File: config.mk
export PLATFORM = sky130hd
export DESIGN_NAME = alu_shift_wb
export DESIGN_NICKNAME = d
export VERILOG_FILES = /design/src/rtl/alu_shift_wb.sv
export SDC_FILE = /design/constraint.sdc
export NUM_CORES = 1
export LEC_CHECK = 0
export ABC_AREA = 1
export BUFFER_PORTS_ARGS = -buffer_cell sky130_fd_sc_hd__buf_2
export CAP_MARGIN = 30
export CORE_MARGIN = 3
export CORE_UTILIZATION = 45
export DETAILED_ROUTE_END_ITERATION = 6
export MAX_ROUTING_LAYER = met4
export PLACE_DENSITY = 0.74
export SYNTH_ARGS = -nofsm -noshare
export SYNTH_HDL_FRONTEND = slang
export SYNTH_SLANG_ARGS = --single-unit
File: constraint.sdc
create_clock -name clk -period 7.7 [get_ports clk]
set_input_delay 1.54 -clock clk [delete_from_list [all_inputs] [get_ports clk]]
set_output_delay 1.54 -clock clk [all_outputs]
set_load 0.05 [all_outputs]
File: src/rtl/alu_shift_wb.sv
// alu_shift_wb -- writeback collector for the shift ALU.
//
// Pairs each 64-bit shift result with the COASZP flags that follow it one
// cycle later on retData. Each pair becomes one writeback record, and the
// records are buffered in a DEPTH-entry FIFO in front of the register-file
// and flag write port. Records belonging to a flushed thread are killed in
// place. The scheduler is stalled before the buffer can overflow.
//
// Ports:
//   clk, rst           clock; synchronous active-high reset
//   except             exception flush strobe
//   except_thread      thread being flushed
//   in_en              shift result valid this cycle
//   in_reg             destination register tag
//   in_thread          thread of the op
//   in_flag_wr         op writes flags
//   valRes             64-bit shift result
//   retData            flags (bits [5:0]) for the op captured last cycle
//   wb_ready           write port accepts the head record
//   wb_en              head record valid and live
//   wb_reg             head record register tag
//   wb_thread          head record thread
//   wb_data            head record result
//   wb_flags           head record COASZP flags
//   wb_flag_en         head record writes flags
//   stall              scheduler must not issue shifts next cycle
//   count              occupied FIFO slots
//   ovf                sticky overflow error
`ifndef REG_ADDR_WIDTH
`define REG_ADDR_WIDTH 6
`endif

module alu_shift_wb #(
    parameter int REG_WIDTH    = `REG_ADDR_WIDTH,
    parameter int EXCEPT_WIDTH = 9,
    parameter int DEPTH        = 4
) (
    input  logic                     clk,
    input  logic                     rst,
    input  logic                     except,
    input  logic                     except_thread,
    input  logic                     in_en,
    input  logic [REG_WIDTH-1:0]     in_reg,
    input  logic                     in_thread,
    input  logic                     in_flag_wr,
    input  logic [63:0]              valRes,
    input  logic [EXCEPT_WIDTH-1:0]  retData,
    input  logic                     wb_ready,
    output logic                     wb_en,
    output logic [REG_WIDTH-1:0]     wb_reg,
    output logic                     wb_thread,
    output logic [63:0]              wb_data,
    output logic [5:0]               wb_flags,
    output logic                     wb_flag_en,
    output logic                     stall,
    output logic [$clog2(DEPTH):0]   count,
    output logic                     ovf
);
    localparam int AW      = $clog2(DEPTH);
    localparam int CW      = AW + 1;
    localparam int DEPTH_I = DEPTH;
    localparam int STH_I   = DEPTH - 1;
    localparam logic [CW-1:0] FULL     = DEPTH_I[CW-1:0];
    localparam logic [CW:0]   STALL_TH = STH_I[CW:0];

    // Stage A: capture register
    logic                 a_vld_q, a_vld_d;
    logic [63:0]          a_data_q;
    logic [REG_WIDTH-1:0] a_reg_q;
    logic                 a_thr_q;
    logic                 a_fwr_q;

    // FIFO storage and control
    logic [63:0]          fifo_data_q  [DEPTH];
    logic [REG_WIDTH-1:0] fifo_reg_q   [DEPTH];
    logic [5:0]           fifo_flags_q [DEPTH];
    logic [DEPTH-1:0]     fifo_thr_q;
    logic [DEPTH-1:0]     fifo_fen_q;
    logic [DEPTH-1:0]     live_q, live_d;
    logic [AW-1:0]        rd_q, rd_d;
    logic [AW-1:0]        wr_q, wr_d;
    logic [CW-1:0]        count_q, count_d;
    logic                 ovf_q, ovf_d;

    logic kill_a, push, push_ok, pop, head_vld, head_live, head_kill, full;

    // Only the flag bits of retData are consumed.
    logic unused_ret;
    assign unused_ret = ^retData;

    always_comb begin
        // A capture of the flushed thread is dropped, both the one already
        // in stage A and any arriving in the flush cycle.
        a_vld_d   = in_en & ~(except & (except_thread == in_thread));
        kill_a    = except & (except_thread == a_thr_q);
        push      = a_vld_q & ~kill_a;

        head_vld  = (count_q != '0);
        head_live = live_q[rd_q];
        head_kill = except & (except_thread == fifo_thr_q[rd_q]);
        // Killed heads drain without waiting for the write port.
        pop       = head_vld & (~head_live | wb_ready);

        full      = (count_q == FULL);
        push_ok   = push & (~full | pop);
        ovf_d     = ovf_q | (push & full & ~pop);

        rd_d      = pop     ? rd_q + AW'(1) : rd_q;
        wr_d      = push_ok ? wr_q + AW'(1) : wr_q;

        count_d   = count_q;
        case ({push_ok, pop})
            2'b10:   count_d = count_q + CW'(1);
            2'b01:   count_d = count_q - CW'(1);
            default: count_d = count_q;
        endcase

        live_d = live_q;
        for (int i = 0; i < DEPTH; i++) begin
            if (except && (fifo_thr_q[i] == except_thread)) begin
                live_d[i] = 1'b0;
            end
        end
        if (pop) begin
            live_d[rd_q] = 1'b0;
        end
        // A pushed record never belongs to the flushed thread, so setting it
        // after the flush clear cannot resurrect a killed record.
        if (push_ok) begin
            live_d[wr_q] = 1'b1;
        end
    end

    always_ff @(posedge clk) begin
        if (rst) begin
            a_vld_q <= 1'b0;
            live_q  <= '0;
            rd_q    <= '0;
            wr_q    <= '0;
            count_q <= '0;
            ovf_q   <= 1'b0;
        end else begin
            a_vld_q <= a_vld_d;
            live_q  <= live_d;
            rd_q    <= rd_d;
            wr_q    <= wr_d;
            count_q <= count_d;
            ovf_q   <= ovf_d;
        end
    end

    // Data paths carry no reset; the valid/live bits qualify them.
    always_ff @(posedge clk) begin
        if (in_en) begin
            a_data_q <= valRes;
            a_reg_q  <= in_reg;
            a_thr_q  <= in_thread;
            a_fwr_q  <= in_flag_wr;
        end
    end

    // Stage B: pair A with the flags arriving this cycle and push
    always_ff @(posedge clk) begin
        if (push_ok) begin
            fifo_data_q[wr_q]  <= a_data_q;
            fifo_reg_q[wr_q]   <= a_reg_q;
            fifo_flags_q[wr_q] <= retData[5:0];
            fifo_thr_q[wr_q]   <= a_thr_q;
            fifo_fen_q[wr_q]   <= a_fwr_q;
        end
    end

    // Head outputs straight from registered state; only wb_en sees the
    // same-cycle flush so a dying record is never written back.
    assign wb_en      = head_vld & head_live & ~head_kill;
    assign wb_reg     = fifo_reg_q[rd_q];
    assign wb_thread  = fifo_thr_q[rd_q];
    assign wb_data    = fifo_data_q[rd_q];
    assign wb_flags   = fifo_flags_q[rd_q];
    assign wb_flag_en = fifo_fen_q[rd_q];

    // The in-flight A entry is counted so one more capture always fits.
    assign stall = (({1'b0, count_q} + {{CW{1'b0}}, a_vld_q}) >= STALL_TH);
    assign count = count_q;
    assign ovf   = ovf_q;

endmodule

==> flow_summary.ini, run 1 <==
[cells_and_area]
final_common_cell = edfxtp_1
utilization_pct = 53.6
areaGrowthSynthToFinish_pct = 16.4
final_nets = 1234
layout_common_cells = edfxtp_1 (384), nor2_1 (173), buf_2 (166), o21ai_0 (159), o22ai_1 (77)
drive_gt1_share_pct = 21.3

[global_routing]
antenna_found_initial = 1
grt_use_met1_pct = 22.2
busiest_layer = met2
use_met2_pct = 28.4
grt_max_degree = 91
grt_pass1_vias = 8598
grtUsageTotal_pct = 17.1
gr-total-overflow = 0
grt_pass1_wl_um = 46100
grt_util_met3_pct = 2.82

[die]
rows = 65
die_w_um = 186
dieHeight_um = 186
die_area_um2 = 34800
coreArea_um2 = 31800
ios = 171
initial_core_util_pct = 46.1

[worst_setup_path]
r2r-end = fifo_data_q[2][49]
rr_worst_depth = 7
cp.required_ns = 6.16
rrSetupSlack_ns = 4.87
reg2reg_from = rd_q[0]
crit_type = register to output port
crit_arrival_ns = 3.25
crit_path_end_kind = output port
critPathMaxFanout = 90
start_kind = register

[clock_tree]
cts_setup_buffers = 0
clkSinkCount = 399
clk_latency_ns = 0.51
cts_inserted_buffers = 41
cts_buffer_depth = 3
htree_levels = 2
clk_pin_slew_ns = 0.06
holdBufCountCts = 0
cts_tree = built
cts_resized = 0
cts-root-buf = clkbuf_16

[run_status]
status = complete, no violations

[worst_hold_path]
whs_endpoint = ovf
min_delay_path_depth = 2
hold_path_class = register to register
min_from = ovf

[power]
ir_drop_mv = 0.266
p_leak_nw = 5.95
cellPowerDensity_nw_per_um2 = 360

[sta]
post-route-period-util_pct = 62.2
finalMaxSlewViolations = 0
setup_viol = 0
max_freq_mhz = 209
hold_viol_final = 0
setup_tns_ns = 0
fin_crit_ns = 4.79
worst_slew_pin_slew_ns = 0.946
fin_skew_ns = 0.00851
relSlewSlack_pct = 37.0
rsz0062_at_grt = no

[placement]
hpwl_um = 16400
gp_congestion = 0.815
portBuffers = 167

[detailed_routing]
drt_wl_total_um = 29400
first_pass_iters = 5
route.vias.total = 8425
drtIter0Drc = 573
viasPerCell = 5.27
ant_nets = 0
drc = 0
wl_per_cell_um = 18.4

[synthesis]
yosysSeqAreaShare_pct = 80.7
synth_nets = 1066
synth_cells = 967
yosys_register_bits = 399
avgSynthCellArea_um2 = 15.2
ys_types = 26
ys_warn_count = 0
synth_area_um2 = 14700

[run]
maxCapViolCount = 0
-- synthesized netlist by cell type, drive strengths merged --
library cell	n	share of area, %
nand3b	1	0.051
fa	1	0.14
o21ai	165	5.6
nand4	1	0.15
nand2	30	0.82
clkbuf	28	0.72
or2	1	0.043
nor2	173	4.4
ha	11	0.94
edfxtp	384	79
a21oi	11	0.38
a221o	1	0.068
nand3	18	0.82
o21bai	1	0.051
dfxtp	15	2.0
inv	26	0.70
o22ai	77	3.3
buf	23	1.0
-- cell families (layout without fill, tap and decap cells) --
family / after synthesis / in the layout / share of synthesized area [%]
and+or+nand+nor: 224 / 224 / 6.31
AOI/OAI and AO/OA: 255 / 255 / 9.42
other: 0 / 1 / 0
buffers and inverters: 77 / 273 / 2.46
adders and majority gates: 12 / 12 / 1.08
DFF: 399 / 399 / 80.7
-- sequential cells by signal (all words and copies together), names as in the netlist, named ones only --
signal	count
wr_q	2
count	3
fifo_flags_q	24
a_thr_q	1
fifo_fen_q	4
ovf	1
fifo_data_q	256
rd_q	2
a_data_q	64
fifo_thr_q	4
a_fwr_q	1
a_reg_q	6
fifo_reg_q	24
live_q	4
a_vld_q	1
-- how the worst max path moves through the flow --
| stage | start | to | slack (ns) | cells past startpoint |
|---|---|---|---|---|
| 2_1_floorplan | except_thread | fifo_data_q[0][0] | 3.77 | 7 |
| 3_3_place_gp | register | wb_data[18] | 3.49 | 5 |
| 3_5_place_dp | register | wb_data[2] | 3.38 | 5 |
| 4_1_cts | register | wb_data[2] | 2.84 | 5 |
| 5_1_grt | register | wb_data[14] | 2.60 | 5 |
| 6_report | register | wb_data[17] | 2.91 | 5 |
-- critical path, cell delays in order (launching register included) --
cell	delay [ns]
dfxtp_4	0.55
inv_4	0.57
buf_4	0.83
o21ai_0	0.22
o22ai_1	0.20
buf_2	0.30
-- per-stage QoR --
stage	instances	hold WS (ns)	area, um^2	worst slack, ns	power [mW]
2_1_floorplan	967	0.459	14700	3.77	3.98
3_3_place_gp	1527	0.458	15900	3.49	4.39
3_5_place_dp	1527	0.459	15900	3.38	4.42
4_1_cts	1598	0.473	17100	2.84	6.19
5_1_grt	1599	0.515	17100	2.60	6.41
6_report	1599	0.470	17100	2.91	6.14
-- cell type report --
type,count,area (um^2)
antenna,1,2.50
sequential,399,11800
timing repair buffer,176,906
inverter,26,115
multi-input combinational,491,2460
clock buffer,52,1070
fill,2557,14700
tap,435,544
clock inverter,19,120
-- where the power goes --
group / internal, mW / switching (mW)
clock network: 1.01 / 0.757
logic: 0.382 / 1.41
registers: 2.48 / 0.0966
-- metal layers --
metal	part of all wire, %	vias up	wire length (um)
li1	-	3957	-
met4	2.1	0	603
met3	5.7	51	1660
met5	0	-	0
met1	43	4166	12500
met2	50	251	14600
No activity file was read; power rests on OpenSTA's default activity.
==> run 2: changes to the inputs <==
Settings changed: ABC_AREA 1 to 0.
Clock period 7.7 ns to 4.5 ns, I/O delays scaled along.
==> run 2 against run 1 <==
Against the previous run:
- core utilization is 1.6 points higher
- total power increased by 71%
- cell area rose by 0.36%
- worst setup slack lost 1.7 ns
- synthesized area shrank 2.3%
- largest cell class unchanged
- largest power group unchanged
==> flow_summary.ini, run 2 <==
[worst_setup_path]
cp.required_ns = 3.60
start_kind = register
critPathMaxFanout = 21
slowest_stage = dfxtp_4
cpPeakStageDelay_ns = 0.57
rr_worst_depth = 5
cp_cell_sequence = buf_4, mux4_2, buf_2
crit_arrival_ns = 2.37
crit_type = register to output port
crit_path_end_kind = output port
rrSetupSlack_ns = 1.67

[power]
p_sw_mw = 3.38
p_comb_share_pct = 26.3
power.share.clock_pct = 31.5
cellPowerDensity_nw_per_um2 = 615
p_leak_nw = 5.76
ir_drop_mv = 0.384
sw_frac_of_total_pct = 32.2
sequentialPowerShare_pct = 42.2
power.internal_mw = 7.14

[detailed_routing]
viasPerCell = 5.18
ant_nets = 0
route.vias.total = 6300
drtIter0Drc = 339
drt_wl_total_um = 25100
first_pass_iters = 4
drc = 0
wl_per_cell_um = 20.6

[clock_tree]
cts_resized = 0
cts_buffer_depth = 3
htree_levels = 2
clkSinkCount = 399
holdBufCountCts = 0
clk_latency_ns = 0.51
clk_pin_slew_ns = 0.06
cts_setup_buffers = 0
cts_tree = built
cts-root-buf = clkbuf_16
cts_inserted_buffers = 42

[sta]
worst_slew_pin_slew_ns = 0.645
fin_skew_ns = 0.0102
finalMaxSlewViolations = 0
setup_slack_ns = 1.23
hold_viol_final = 0
relSlewSlack_pct = 57.0
setup_tns_ns = 0
post-route-period-util_pct = 72.6
setup_viol = 0
rsz0062_at_grt = no
max_freq_mhz = 306
fin_crit_ns = 3.27

[die]
die_area_um2 = 34000
rows = 64
dieHeight_um = 184
ios = 171
die_w_um = 184
coreArea_um2 = 31000
initial_core_util_pct = 46.2

[synthesis]
synth_nets = 680
yosys_register_bits = 399
yosysTopAreaCell = edfxtp_1
synth_cells = 581
async_reset_ff_share_pct = 0
synth_edf_count = 384
synth.most_common_cell = edfxtp_1
avgSynthCellArea_um2 = 24.7
ys_top_cells_by_count = edfxtp_1 (384), mux4_2 (77), dfxtp_1 (15), ha_1 (11), nor2_1 (11)
synthTopCellsByArea = edfxtp_1 (81%), mux4_2 (12%), dfxtp_1 (2.1%)
synth_ff_type = edfxtp_1
synth_area_um2 = 14300
synth_top_cell_area_share_pct = 80.5
ys_warn_count = 0
ys_types = 31
yosysSeqAreaShare_pct = 82.6

[cells_and_area]
top_register = fifo_data_q
n_fill_cell = 2318
drive_gt1_share_pct = 39.5
multi_input_area_um2 = 2370
seq_area_um2 = 11800
areaGrowthSynthToFinish_pct = 19.5
largestRegisters = fifo_data_q x256, a_data_q x64
final_nets = 883
final_common_cell = edfxtp_1
layout_common_cells = edfxtp_1 (384), buf_2 (166), mux4_2 (77), clkbuf_16 (45), dfxtp_1 (13)
largest_reg_flops = 256

[worst_hold_path]
hold_path_class = register to register
min_delay_path_depth = 1

[global_routing]
antenna_found_initial = 3
grt_max_degree = 63
grtUsageTotal_pct = 15.5
grt_pass1_vias = 6780
gr-total-overflow = 0
grt_pass1_wl_um = 38600

[placement]
gp_congestion = 0.742
hpwl_um = 14700
portBuffers = 167
dp_slack_ns = 1.36

[run]
maxCapViolCount = 0

[run_status]
status = complete, no violations
## run 2: changes by cell type after synthesis, sizes merged, moves of 18 or more
cell / previous run / this run
nor2: 173 / 11
nand2: 30 / 2
nand3: 18 / 0
o21ai: 165 / 3
o22ai: 77 / 0
mux4: 0 / 79
clkbuf: 28 / 5
## run 2: worst paths after layout
kind / end / from
worst max register to register: fifo_reg_q[0][2] / rd_q[0]
worst max-delay path: wb_data[58] / register
worst min register to register: ovf / ovf
worst min-delay path: ovf / ovf
## run 2: metrics by stage
step           hold slack [ns]  power (mW)  cells  area (um^2)  util, %
2_1_floorplan            0.459        6.70    581        14300        -
4_1_cts                  0.488        10.7   1212        17100     55.1
3_5_place_dp             0.473        7.34   1135        15700     50.7
6_report                 0.482        10.5   1217        17100     55.2
5_1_grt                  0.516        11.0   1216        17100     55.2
3_3_place_gp             0.462        7.32   1135        15700     50.7
## run 2: logic make-up (layout without fill, tap and decap cells)
| kind of cell | count (synthesis) | in the layout | synth area share [%] |
|---|---|---|---|
| fa+ha+maj | 12 | 12 | 1.10 |
| other cells | 0 | 4 | 0 |
| buf+inv | 30 | 266 | 0.917 |
| simple gates | 30 | 30 | 1.15 |
| flops | 399 | 399 | 82.6 |
| compound gates | 18 | 18 | 0.917 |
| mux | 82 | 82 | 12.7 |
| xor+xnor | 10 | 10 | 0.612 |
## run 2: worst max-delay path: cells and delay by family (launching register included)
| kind | cells | cell delay [ns] |
|---|---|---|
| buffers and inverters | 2 | 0.69 |
| DFF | 1 | 0.57 |
| muxes | 1 | 0.57 |
## run 2: final cells by class
type	count	area share [%]
well taps	396	2.89
clock inverters	21	1.08
diodes	4	0.0585
inverters	10	0.219
flip-flops and latches	399	69.2
repair buffers	179	5.91
clock buffers	56	6.82
multi-input cells	152	13.8
## run 2: routing by layer
layer | vias up | track usage [%] | part of all wire [%]
li1 | 2845 | - | -
met1 | 3233 | 19.9 | 42
met2 | 170 | 24.8 | 50
met3 | 52 | 3.55 | 6.2
met4 | 0 | 4.93 | 2.4
met5 | - | - | 0
## run 2: power by group through the flow
stage / Combinational [mW] / Clock, mW / Sequential (mW)
after floorplan: 2.28 / 0 / 4.42
after global placement: 2.80 / 0 / 4.52
after detailed placement: 2.81 / 0 / 4.53
after CTS: 2.81 / 3.40 / 4.45
after global routing: 2.92 / 3.57 / 4.47
final: 2.77 / 3.31 / 4.44
